<file path="src/rtl/cpu_types_pkg.sv">
// Shared types for the pipeline control slice: register index,
// hazard sequencer states and the per-cycle control word.
package cpu_types_pkg;

    typedef logic [4:0] regbits_t;

    typedef enum logic [1:0] {
        RUN,
        DWAIT,
        HALTED
    } pctrl_state_t;

    typedef struct packed {
        logic pc_en;
        logic fd_en;
        logic fd_flush;
        logic de_en;
        logic de_flush;
        logic em_en;
        logic em_flush;
        logic mw_en;
    } pctrl_word_t;

    localparam pctrl_word_t CW_IDLE = '{
        pc_en: 1'b0, fd_en: 1'b0, fd_flush: 1'b0, de_en: 1'b0,
        de_flush: 1'b0, em_en: 1'b0, em_flush: 1'b0, mw_en: 1'b0
    };

    localparam pctrl_word_t CW_TAKE = '{
        pc_en: 1'b1, fd_en: 1'b0, fd_flush: 1'b1, de_en: 1'b0,
        de_flush: 1'b1, em_en: 1'b0, em_flush: 1'b1, mw_en: 1'b1
    };

    localparam pctrl_word_t CW_LOAD_USE = '{
        pc_en: 1'b0, fd_en: 1'b0, fd_flush: 1'b0, de_en: 1'b0,
        de_flush: 1'b1, em_en: 1'b1, em_flush: 1'b0, mw_en: 1'b1
    };

    localparam pctrl_word_t CW_IMISS = '{
        pc_en: 1'b0, fd_en: 1'b0, fd_flush: 1'b1, de_en: 1'b1,
        de_flush: 1'b0, em_en: 1'b1, em_flush: 1'b0, mw_en: 1'b1
    };

    localparam pctrl_word_t CW_RUN = '{
        pc_en: 1'b1, fd_en: 1'b1, fd_flush: 1'b0, de_en: 1'b1,
        de_flush: 1'b0, em_en: 1'b1, em_flush: 1'b0, mw_en: 1'b1
    };

endpackage

</file>
<file path="src/rtl/load_use_detect.sv">
// Combinational load-use compare between execute-stage load and
// decode-stage sources; register 0 never hazards.
module load_use_detect
    import cpu_types_pkg::*;
(
    input  logic     exe_MemRd,
    input  regbits_t exe_rt,
    input  regbits_t dec_rs,
    input  regbits_t dec_rt,
    input  logic     dec_uses_rt,
    output logic     hazard
);

    logic rs_match;
    logic rt_match;

    assign rs_match = (exe_rt == dec_rs);
    assign rt_match = dec_uses_rt & (exe_rt == dec_rt);
    assign hazard   = exe_MemRd & (|exe_rt) & (rs_match | rt_match);

endmodule

</file>
<file path="src/rtl/pipeline_hazard_ctrl.sv">
// Central stall/flush sequencer for the 5-stage pipeline.
// Define PIPE_CTRL_PERF_EN to add stall/flush performance counters.
module pipeline_hazard_ctrl
    import cpu_types_pkg::*;
(
    input  logic     CLK,
    input  logic     RST,
    input  logic     ihit,
    input  logic     dhit,
    input  logic     mem_MemRd,
    input  logic     mem_MemWr,
    input  logic     mem_take,
    input  logic     exe_MemRd,
    input  regbits_t exe_rt,
    input  regbits_t dec_rs,
    input  regbits_t dec_rt,
    input  logic     dec_uses_rt,
    input  logic     wb_halt,
    output logic     pc_EN,
    output logic     fd_EN,
    output logic     fd_flush,
    output logic     de_EN,
    output logic     de_flush,
    output logic     em_EN,
    output logic     em_flush,
    output logic     mw_EN,
    output logic     halted
`ifdef PIPE_CTRL_PERF_EN
    ,
    output logic [31:0] stall_cycles,
    output logic [31:0] flush_events
`endif
);

    pctrl_state_t state;
    pctrl_state_t state_nxt;
    pctrl_word_t  cw;

    logic hazard;
    logic dstall;
    logic active;
    logic p1, p2, p3, p4;
    logic r_halt, r_dwait, r_take, r_lu, r_miss, r_run;

    load_use_detect u_lud (
        .exe_MemRd  (exe_MemRd),
        .exe_rt     (exe_rt),
        .dec_rs     (dec_rs),
        .dec_rt     (dec_rt),
        .dec_uses_rt(dec_uses_rt),
        .hazard     (hazard)
    );

    // One-hot rule selects: each rule is masked by all higher ones
    assign dstall  = (mem_MemRd | mem_MemWr) & ~dhit;
    assign active  = ~RST & (state != HALTED);
    assign r_halt  = active & wb_halt;
    assign p1      = active & ~wb_halt;
    assign r_dwait = p1 & dstall;
    assign p2      = p1 & ~dstall;
    assign r_take  = p2 & mem_take;
    assign p3      = p2 & ~mem_take;
    assign r_lu    = p3 & hazard;
    assign p4      = p3 & ~hazard;
    assign r_miss  = p4 & ~ihit;
    assign r_run   = p4 & ihit;

    always_comb begin
        cw        = CW_IDLE;
        state_nxt = state;
        unique case (1'b1)
            r_halt: begin
                state_nxt = HALTED;
            end
            r_dwait: begin
                state_nxt = DWAIT;
            end
            r_take: begin
                cw        = CW_TAKE;
                state_nxt = RUN;
            end
            r_lu: begin
                cw        = CW_LOAD_USE;
                state_nxt = RUN;
            end
            r_miss: begin
                cw        = CW_IMISS;
                state_nxt = RUN;
            end
            r_run: begin
                cw        = CW_RUN;
                state_nxt = RUN;
            end
            default: begin
                cw        = CW_IDLE;
                state_nxt = state;
            end
        endcase
    end

    always_ff @(posedge CLK) begin
        if (RST) begin
            state <= RUN;
        end else begin
            state <= state_nxt;
        end
    end

    assign pc_EN    = cw.pc_en;
    assign fd_EN    = cw.fd_en;
    assign fd_flush = cw.fd_flush;
    assign de_EN    = cw.de_en;
    assign de_flush = cw.de_flush;
    assign em_EN    = cw.em_en;
    assign em_flush = cw.em_flush;
    assign mw_EN    = cw.mw_en;
    assign halted   = (state == HALTED) & ~RST;

`ifdef PIPE_CTRL_PERF_EN
    logic [31:0] stall_q;
    logic [31:0] flush_q;

    always_ff @(posedge CLK) begin
        if (RST) begin
            stall_q <= '0;
            flush_q <= '0;
        end else begin
            if (active && !cw.pc_en && stall_q != '1) begin
                stall_q <= stall_q + 32'd1;
            end
            if (r_take && flush_q != '1) begin
                flush_q <= flush_q + 32'd1;
            end
        end
    end

    assign stall_cycles = RST ? '0 : stall_q;
    assign flush_events = RST ? '0 : flush_q;
`endif

endmodule

</file>
<file path="config.mk">
export PLATFORM = sky130hd
export DESIGN_NAME = pipeline_hazard_ctrl
export DESIGN_NICKNAME = d
export VERILOG_FILES = /design/src/rtl/cpu_types_pkg.sv /design/src/rtl/load_use_detect.sv /design/src/rtl/pipeline_hazard_ctrl.sv
export SDC_FILE = /design/constraint.sdc
export NUM_CORES = 1
export LEC_CHECK = 0
export BUFFER_PORTS_ARGS = -buffer_cell sky130_fd_sc_hd__buf_4
export CAP_MARGIN = 30
export CORE_AREA = 4 4 41 43
export DETAILED_ROUTE_END_ITERATION = 10
export DIE_AREA = 0 0 45 47
export MAX_ROUTING_LAYER = met4
export SYNTH_ARGS = -nofsm -noshare
export SYNTH_HDL_FRONTEND = slang
export SYNTH_SLANG_ARGS = --single-unit
</file>
<file path="constraint.sdc">
create_clock -name CLK -period 1.25 [get_ports CLK]
set_input_delay 0.0625 -clock CLK [delete_from_list [all_inputs] [get_ports CLK]]
set_output_delay 0.0625 -clock CLK [all_outputs]
set_load 0.01 [all_outputs]
</file>
==> results.md, run 1 <==
| Parameter | Value | Unit |
| --- | --- | --- |
| Final setup violation count | 8 | - |
| Slew HR | 77.4 | % |
| Worst Skew | 3.55 | ps |
| Worst supply voltage drop on vdd | 0.417 | mV |
| Tightest hold margin | 47.9 | ps |
| Quantity of hold-fixing buffers added after cts | 0 | - |
| Worst min-delay path category | input port to register | - |
| Worst setup slack after layout | -237 | ps |
| Ratio of total power to cell area | 591 | nW/um2 |
| CP Depth | 5 | - |
| Synthesized area per cell | 7.67 | um2 |
| Die Width | 45 | um |
| Cell leakage power | 0.333 | nW |
| Starting density of the core | 22.4 | % |
| Highest-count cells in the layout ignoring fill and taps | sky130_fd_sc_hd__buf_4, sky130_fd_sc_hd__xnor2_1, sky130_fd_sc_hd__a21oi_1, sky130_fd_sc_hd__clkbuf_4, sky130_fd_sc_hd__buf_6 | - |
| Vias in the first global route | 443 | - |
| Biggest fanout along the worst timing path | 6 | - |
| Maximum number of buffers from clock root to sink | 2 | - |
| Cell taking the most area after synthesis | sky130_fd_sc_hd__xnor2_1 | - |
| Initial antenna violation count | 0 | - |
| Cell-by-cell listing of the critical path | nor2b_4 -> nor4b_4 -> nand2b_1 -> a211oi_2 -> buf_4 | - |
| Highest cell delay on the worst timing path | 320 | ps |
| Post-synthesis net count | 63 | - |
| Setup repair after global routing missed its margin | yes | - |
| Simple-gate share of the synthesized area | 32.2 | % |
| TNS Setup | -1240 | ps |
| Reg2reg end | state[0] | - |
| Number of clock sinks | 2 | - |
| Synth area leaders | sky130_fd_sc_hd__xnor2_1, sky130_fd_sc_hd__dfxtp_1, sky130_fd_sc_hd__a21oi_1, sky130_fd_sc_hd__nor4b_2, sky130_fd_sc_hd__nor2b_4 | - |
| Overall fraction of global-route tracks in use | 10.9 | % |
| Critical path start-end classification | register to output pin | - |
| Post-synthesis share of cell area spent on full adders, half adders and majority gates | 0 | % |
| Floorplan die height | 47 | um |
| Largest register by flop count | state | - |
| Share of cell area taken by muxes after synthesis | 0 | % |
| TritonCTS clock tree | yes | - |
| Worst-path cell with the longest stage delay | sky130_fd_sc_hd__nor4b_4 | - |
| Final Cycle Share | 119 | % |
| Critical Path End Type | output pin | - |
| Number of buffer and inverter instances along the worst setup path | 1 | - |
| Dpl cell area | 642 | um2 |
| Synth-to-layout area growth | 132 | % |
| Count of unresolved DRC violations after routing | 0 | - |
| Routed len/inst | 10.5 | um |
| Largest register FFs | 2 | - |
| Vias per cell | 4.38 | - |
| Final net count | 109 | - |
| Clock root buffer master | sky130_fd_sc_hd__clkbuf_4 | - |
| Synth top area share | 30.0 | % |
| Cell count after synthesis | 38 | - |
| Final number of hold-violating endpoints | 0 | - |
| Clock buffers created by TritonCTS | 3 | - |
| Via total after detailed routing | 425 | - |
| Register-to-register setup slack | 420 | ps |
| Violated checks | negative setup slack | - |
| Kind of cell with the highest combined delay on the critical path | simple AND/OR/NAND/NOR gates | - |
| Filler cells | 129 | - |
| End of the critical path | fd_EN | - |
| Sequential share of the synthesized area | 13.7 | % |
| Leading cell type in the layout, fill and taps excluded | sky130_fd_sc_hd__buf_4 | - |
| Biggest registers after layout | state (2) | - |
| Post-CTS clock slew at the launch and capture registers of the worst setup and hold paths | 30 | ps |
| Result of the run | complete, but fails checks | - |
| Critical Path Source | state[1] | - |
| Total core area | 1300 | um2 |
| DR pass1 iterations | 2 | - |
| Row count | 13 | - |
| Sort of element at the start of the critical path | register | - |
| Count of synthesis-stage warnings from yosys | 0 | - |
| Layout cells sized above 1 | 59.8 | % |
| Post-synthesis share of cell area spent on xor and xnor gates | 30.0 | % |
| Global-route wire length before repair | 1660 | um |
| Data arrival time of the critical path | 1420 | ps |
| Gpl congestion | 0.681 | - |
| Combinational family with the most area after synthesis | simple AND/OR/NAND/NOR gates | - |
| Max Freq | 673 | MHz |
| Final slew viol count | 0 | - |
| Largest net degree at the start of global routing | 7 | - |
| Depth of the CTS H-tree | 1 | - |
| Die ar. | 2120 | um2 |
| Reg-to-reg critical path startpoint | state[1] | - |
| Endpoint required time on the critical path | 1190 | ps |
| Post-synthesis cell type count | 21 | - |
| Detailed-route wire length | 1020 | um |
| Diodes inserted | 0 | - |
| Worst slew pin tran | 338 | ps |
| Antenna-violating nets left | 0 | - |
| Synthesized-area fraction occupied by ao, oa, aoi and oai cells | 21.5 | % |
| Residual overflow from global routing | 0 | - |
| Count of state elements after synthesis | 2 | - |
| Buffers on Ports | 33 | - |
| Maximum Capacitance Violations | 0 | - |
| Netlist Area Pre-Place | 292 | um2 |
| Layout Cell Area excl Fill | 676 | um2 |
| Number of cells traversed by the worst register-to-register path | 3 | - |
| Source-to-sink clock delay at the later pin of the worst-skew pair | 220 | ps |
| Power consumption | 0.399 | mW |
| DRC violation total after the first TritonRoute iteration | 1 | - |
| Crit path time final | 1490 | ps |
| I/O pin total | 34 | - |
==> power breakdown <==
| group | internal, mW | total [mW] | switching (mW) | leakage [nW] |
|---|---|---|---|---|
| registers | 0.0678 | 0.0691 | 0.00128 | 0.0165 |
| logic | 0.122 | 0.192 | 0.0699 | 0.303 |
| clock network | 0.106 | 0.138 | 0.0327 | 0.0138 |
| total | 0.295 | 0.399 | 0.104 | 0.333 |
==> kinds of logic (layout without fill, tap and decap cells) <==
logic type / count (synthesis) / after routing
XOR/XNOR: 10 / 10
flip-flops: 2 / 2
AND/OR/NAND/NOR: 14 / 14
AO/OA/AOI/OAI: 10 / 10
buffers and inverters: 2 / 46
==> worst register-to-register path, delay by kind of cell, from the launching register on <==
family                 cells  cell delay (ps)
buffers and inverters      1              130
and+or+nand+nor            2              310
DFF                        1              290
==> final cells by class <==
cell class	instances	area [um2]	area share, %
tap	15	18.8	2.78
timing repair buffer	41	319	47.2
multi-input combinational	34	268	39.6
clock buffer	3	22.5	3.33
inverter	2	7.51	1.11
sequential	2	40.0	5.93
==> worst min path at each step <==
stage               cells after the start  startpoint  slack, ps       end
floorplan                               1         RST        130  state[1]
global placement                        2         RST        270  state[1]
detailed placement                      2     wb_halt        270  state[0]
CTS                                     2     wb_halt         40  state[0]
global route                            2         RST         50  state[1]
finish                                  2     wb_halt         50  state[0]
==> what timing repair did <==
action                                  in CTS  in global routing
endpoints found under the setup margin       8                  8
pin swaps                                    3                  0
gates resized for setup                      3                  0
gates cloned                                 0                  0
endpoints found under the hold margin        0                  0
buffers inserted                             0                  1
==> synthesized netlist by cell type <==
cell	count
sky130_fd_sc_hd__o22ai_1	1
sky130_fd_sc_hd__xnor2_1	10
sky130_fd_sc_hd__a21oi_1	3
sky130_fd_sc_hd__nor2_1	2
sky130_fd_sc_hd__dfxtp_1	2
sky130_fd_sc_hd__nand3_1	1
sky130_fd_sc_hd__nand2_1	2
sky130_fd_sc_hd__a211oi_1	1
sky130_fd_sc_hd__nor2b_4	1
sky130_fd_sc_hd__inv_1	2
sky130_fd_sc_hd__o21ai_0	2
sky130_fd_sc_hd__o21bai_1	1
sky130_fd_sc_hd__a31o_1	1
sky130_fd_sc_hd__nand2b_1	1
sky130_fd_sc_hd__nor4b_2	1
sky130_fd_sc_hd__nor2b_1	2
sky130_fd_sc_hd__or4_1	1
sky130_fd_sc_hd__and2_1	1
sky130_fd_sc_hd__o21a_1	1
sky130_fd_sc_hd__nor4_1	1
sky130_fd_sc_hd__nand4_1	1
==> metal layers <==
metal | up-vias | GRT usage, % | part of all wire [%]
met2 | 21 | 19.5 | 53
met1 | 181 | 11.3 | 37
met5 | - | - | 0
li1 | 223 | - | -
met4 | 0 | 3.51 | 0
met3 | 0 | 3.45 | 9.5
==> per-stage QoR <==
| step | std cells | util, % | setup WS (ps) |
|---|---|---|---|
| 6_report | 97 | 51.9 | -237 |
| 5_1_grt | 97 | 51.9 | -361 |
| 4_1_cts | 97 | 51.9 | -260 |
| 3_5_place_dp | 94 | 49.3 | -165 |
| 3_3_place_gp | 94 | 49.3 | -145 |
| 2_1_floorplan | 38 | - | -13.9 |
No activity file was read; power rests on OpenSTA's default activity.
==> inputs of run 2 (changes only) <==
- GPL_TIMING_DRIVEN: unset -> 0
==> results.md, run 2 (synthesis results as in run 1) <==
| Parameter | Value | Unit |
| --- | --- | --- |
| Combinational share of power | 47.2 | % |
| Largest net degree at the start of global routing | 6 | - |
| Highest-count cells in the layout ignoring fill and taps | sky130_fd_sc_hd__buf_4, sky130_fd_sc_hd__xnor2_1, sky130_fd_sc_hd__buf_6, sky130_fd_sc_hd__a21oi_1, sky130_fd_sc_hd__clkbuf_4 | - |
| DRC violation total after the first TritonRoute iteration | 2 | - |
| Final slew viol count | 0 | - |
| Final net count | 106 | - |
| Critical Path End Type | output pin | - |
| Cell leakage power | 0.320 | nW |
| Worst slew pin tran | 454 | ps |
| Setup repair after global routing missed its margin | yes | - |
| Maximum Capacitance Violations | 0 | - |
| Floorplan die height | 47 | um |
| TritonCTS clock tree | yes | - |
| Biggest fanout along the worst timing path | 5 | - |
| Final number of hold-violating endpoints | 0 | - |
| Number of clock sinks | 2 | - |
| Highest cell delay on the worst timing path | 280 | ps |
| Sort of element at the start of the critical path | register | - |
| Largest register by flop count | state | - |
| Cell internal power dissipation | 0.290 | mW |
| Power consumption | 0.391 | mW |
| Net Switching | 0.101 | mW |
| Cell count of the worst hold path | 2 | - |
| Quantity of hold-fixing buffers added after cts | 0 | - |
| Biggest registers after layout | state (2) | - |
| Final Cycle Share | 118 | % |
| Ratio of total power to cell area | 595 | nW/um2 |
| Cell-by-cell listing of the critical path | nor2b_4 -> nor4b_4 -> buf_4 -> and2_4 -> a31o_1 -> buf_6 | - |
| Starting density of the core | 22.4 | % |
| Depth of the CTS H-tree | 1 | - |
| Endpoint required time on the critical path | 1190 | ps |
| Routed len/inst | 10.4 | um |
| Diodes inserted | 0 | - |
| Slew HR | 69.7 | % |
| Global-route wire length before repair | 1460 | um |
| Violated checks | negative setup slack | - |
| Result of the run | complete, but fails checks | - |
| Number of buffer and inverter instances along the worst setup path | 2 | - |
| Residual overflow from global routing | 0 | - |
| Layout cells sized above 1 | 58.2 | % |
| Die Width | 45 | um |
| Clock root buffer master | sky130_fd_sc_hd__clkbuf_4 | - |
| CP Depth | 6 | - |
| Vias per cell | 4.33 | - |
| Final setup violation count | 8 | - |
| Via total after detailed routing | 407 | - |
| Worst-path cell with the longest stage delay | sky130_fd_sc_hd__dfxtp_1 | - |
| Crit path time final | 1470 | ps |
| Row count | 13 | - |
| Switching Fraction | 25.9 | % |
| Kind of cell with the highest combined delay on the critical path | simple AND/OR/NAND/NOR gates | - |
| Total core area | 1300 | um2 |
| Number of cells traversed by the worst register-to-register path | 3 | - |
| TNS Setup | -1260 | ps |
| Data arrival time of the critical path | 1410 | ps |
| Worst Skew | 2.53 | ps |
| Synth-to-layout area growth | 125 | % |
| Max Freq | 680 | MHz |
| Worst setup slack after layout | -220 | ps |
| Clock buffers created by TritonCTS | 3 | - |
| Vias in the first global route | 356 | - |
| Initial antenna violation count | 0 | - |
| Antenna-violating nets left | 0 | - |
| DR pass1 iterations | 4 | - |
| Source-to-sink clock delay at the later pin of the worst-skew pair | 220 | ps |
| Overall fraction of global-route tracks in use | 9.85 | % |
| Gpl congestion | 0.686 | - |
| Die ar. | 2120 | um2 |
| I/O pin total | 34 | - |
| Count of unresolved DRC violations after routing | 0 | - |
| Buffers on Ports | 33 | - |
| Critical path start-end classification | register to output pin | - |
| Maximum number of buffers from clock root to sink | 2 | - |
| Filler cells | 126 | - |
| Leading cell type in the layout, fill and taps excluded | sky130_fd_sc_hd__buf_4 | - |
| Largest register FFs | 2 | - |
| Dpl cell area | 582 | um2 |
| Layout Cell Area excl Fill | 657 | um2 |
| Worst min-delay path category | input port to register | - |
| Detailed-route wire length | 975 | um |
| Worst supply voltage drop on vdd | 0.417 | mV |
| Post-CTS clock slew at the launch and capture registers of the worst setup and hold paths | 30 | ps |
| Part of the power in the clock network | 35.2 | % |
| Portion of total power attributed to sequential cells | 17.7 | % |
[run 2: cell type report]
type                    count  area [um2]  share of cell area [%]
repair buffers             38         300                    45.7
flip-flops and latches      2        40.0                    6.10
well taps                  15        18.8                    2.86
inverters                   2        7.51                    1.14
multi-input cells          34         268                    40.8
clock buffers               3        22.5                    3.43
[run 2: worst paths after layout]
| kind | start | endpoint | slack, ps |
|---|---|---|---|
| max | state[1] | de_flush | -220 |
| min | wb_halt | state[0] | 50 |
| min reg2reg | state[0] | state[0] | 670 |
| max reg2reg | state[1] | state[0] | 410 |
[run 2: repair_timing]
action,in CTS,in global routing
setup buffers,3,2
pin swaps,2,0
gates resized for setup,2,3
setup endpoints to repair,8,8
[run 2: power by group through the flow]
stage                     Combinational, mW  Clock (mW)  Sequential, mW
after floorplan                      0.0746           0          0.0698
after global routing                  0.202       0.148          0.0694
final                                 0.184       0.137          0.0690
after detailed placement              0.170           0          0.0699
after CTS                             0.181       0.144          0.0691
after global placement                0.169           0          0.0698
[run 2: metrics by stage]
step,instances,setup WS [ps],utilization [%],hold WS [ps]
after global placement,86,-163,44.7,272
after global routing,94,-303,50.5,49.1
after detailed placement,86,-182,44.7,276
final,94,-220,50.5,48.1
after CTS,92,-244,48.8,43.8
after floorplan,38,-13.9,-,135
[run 2: routing by layer]
layer,global-route usage [%],routed length (um),up-vias
met1,10.6,346,170
met2,15.3,495,21
met5,-,0,-
met4,3.51,0,0
li1,-,-,216
met3,5.36,132,0
==> inputs of run 3 (changes only) <==
- SKIP_LAST_GASP: unset -> 1
==> results.md, run 3 (synthesis results as in run 1) <==
| Parameter | Value | Unit |
| --- | --- | --- |
| Floorplan die height | 47 | um |
| Final number of hold-violating endpoints | 0 | - |
| DRC violation total after the first TritonRoute iteration | 2 | - |
| Worst supply voltage drop on vdd | 0.417 | mV |
| DR pass1 iterations | 4 | - |
| Gpl congestion | 0.686 | - |
| Maximum Capacitance Violations | 0 | - |
| Die ar. | 2120 | um2 |
| Synth-to-layout area growth | 125 | % |
| Cell count of the worst hold path | 2 | - |
| Placement Setup Slack | -182 | ps |
| Violated checks | negative setup slack | - |
| Overall fraction of global-route tracks in use | 9.85 | % |
| Critical Path Source | state[1] | - |
| Part of the power in the clock network | 35.2 | % |
| Tightest hold margin | 48.1 | ps |
| Highest-count cells in the layout ignoring fill and taps | sky130_fd_sc_hd__buf_4, sky130_fd_sc_hd__xnor2_1, sky130_fd_sc_hd__buf_6, sky130_fd_sc_hd__a21oi_1, sky130_fd_sc_hd__clkbuf_4 | - |
| Ratio of total power to cell area | 594 | nW/um2 |
| Setup repair after global routing missed its margin | yes | - |
| Reg-to-reg critical path startpoint | state[1] | - |
| Number of cells traversed by the worst register-to-register path | 3 | - |
| Final standard cell count with taps included and fillers excluded | 94 | - |
| Portion of total power attributed to sequential cells | 17.7 | % |
| Final net count | 106 | - |
| Global-route wire length before repair | 1460 | um |
| Via total after detailed routing | 407 | - |
| Result of the run | complete, but fails checks | - |
| Initial antenna violation count | 0 | - |
| Clock buffers created by TritonCTS | 3 | - |
| Worst min-delay path category | input port to register | - |
| Biggest fanout along the worst timing path | 5 | - |
| Layout cells sized above 1 | 58.2 | % |
| Vias in the first global route | 356 | - |
| Worst Skew | 2.53 | ps |
| Final slew viol count | 0 | - |
| Row count | 13 | - |
| Buffers on Ports | 33 | - |
| Die Width | 45 | um |
| Largest register FFs | 2 | - |
| Critical path start-end classification | register to output pin | - |
| Cell leakage power | 0.320 | nW |
| Critical Path End Type | output pin | - |
| Depth of the CTS H-tree | 1 | - |
| Slew HR | 69.7 | % |
| Max Freq | 681 | MHz |
| Antenna-violating nets left | 0 | - |
| End of the critical path | de_flush | - |
| Residual overflow from global routing | 0 | - |
| Source-to-sink clock delay at the later pin of the worst-skew pair | 220 | ps |
| Data arrival time of the critical path | 1410 | ps |
| Sort of element at the start of the critical path | register | - |
| Maximum number of buffers from clock root to sink | 2 | - |
| Final Cycle Share | 118 | % |
| Net Switching | 0.101 | mW |
| Detailed-route wire length | 975 | um |
| TritonCTS clock tree | yes | - |
| Diodes inserted | 0 | - |
| Total core area | 1300 | um2 |
| Largest net degree at the start of global routing | 6 | - |
| Routed len/inst | 10.4 | um |
| Post-CTS clock slew at the launch and capture registers of the worst setup and hold paths | 30 | ps |
| Biggest registers after layout | state (2) | - |
| Crit path time final | 1470 | ps |
| Worst setup slack after layout | -219 | ps |
| Clock root buffer master | sky130_fd_sc_hd__clkbuf_4 | - |
| Cell internal power dissipation | 0.290 | mW |
| Placed Instances | 86 | - |
| Switching Fraction | 25.8 | % |
| Largest register by flop count | state | - |
| Count of unresolved DRC violations after routing | 0 | - |
| Final setup violation count | 8 | - |
| Starting density of the core | 22.4 | % |
| Register-to-register setup slack | 410 | ps |
| Leading cell type in the layout, fill and taps excluded | sky130_fd_sc_hd__buf_4 | - |
| Vias per cell | 4.33 | - |
| Number of clock sinks | 2 | - |
| Reg2reg end | state[0] | - |
| Worst slew pin tran | 454 | ps |
| Endpoint required time on the critical path | 1190 | ps |
| I/O pin total | 34 | - |
| Combinational share of power | 47.1 | % |
run 3: cell count changes in the layout (fill, tap and decap cells not counted):
cell	delta
sky130_fd_sc_hd__o21ai_0	+1
sky130_fd_sc_hd__o21ai_1	-1
run 3: area by class of cell:
cell class,instances,area (um2)
Timing Repair Buffer,38,300
Multi-Input combinational cell,34,268
Fill cell,126,644
Clock buffer,3,22.5
Sequential cell,2,40.0
Inverter,2,7.51
Tap cell,15,18.8
run 3: power groups by stage:
| stage | clock network [mW] | registers, mW | logic [mW] |
|---|---|---|---|
| CTS | 0.144 | 0.0691 | 0.181 |
| global placement | 0 | 0.0698 | 0.169 |
| floorplan | 0 | 0.0698 | 0.0746 |
| detailed placement | 0 | 0.0699 | 0.170 |
| finish | 0.137 | 0.0690 | 0.184 |
| global route | 0.148 | 0.0694 | 0.202 |
run 3: how the worst min path moves through the flow:
stage | start | end | slack [ps]
final | wb_halt | state[0] | 50
after global routing | RST | state[1] | 50
after CTS | wb_halt | state[0] | 40
after detailed placement | RST | state[1] | 280
after global placement | RST | state[1] | 270
after floorplan | RST | state[1] | 130
run 3: worst max-delay path: stages, from the launching register on:
cell	delay [ps]
sky130_fd_sc_hd__dfxtp_1	280
sky130_fd_sc_hd__nor2b_4	120
sky130_fd_sc_hd__nor4b_4	270
sky130_fd_sc_hd__buf_4	170
sky130_fd_sc_hd__and2_4	130
sky130_fd_sc_hd__a31o_1	100
sky130_fd_sc_hd__buf_6	100
run 3: timing repair:
action / CTS / global route
setup buffers: 3 / 2
resized for setup: 2 / 2
pin swaps: 2 / 0
setup endpoints to repair: 8 / 8
hold buffers: 0 / 0
run 3: metal layers:
| metal | global-route usage (%) | wire [um] |
|---|---|---|
| met3 | 5.36 | 132 |
| met1 | 10.6 | 347 |
| met2 | 15.3 | 495 |
| met5 | - | 0 |
| met4 | 3.51 | 0 |
run 3: through the flow:
stage / area, um2 / util, % / power (mW) / setup TNS, ps
final: 657 / 50.5 / 0.390 / -1270
after global routing: 657 / 50.5 / 0.419 / -2010
after CTS: 634 / 48.8 / 0.394 / -1310
after detailed placement: 582 / 44.7 / 0.240 / -609
after global placement: 582 / 44.7 / 0.238 / -530
after floorplan: 315 / - / 0.144 / -26.1
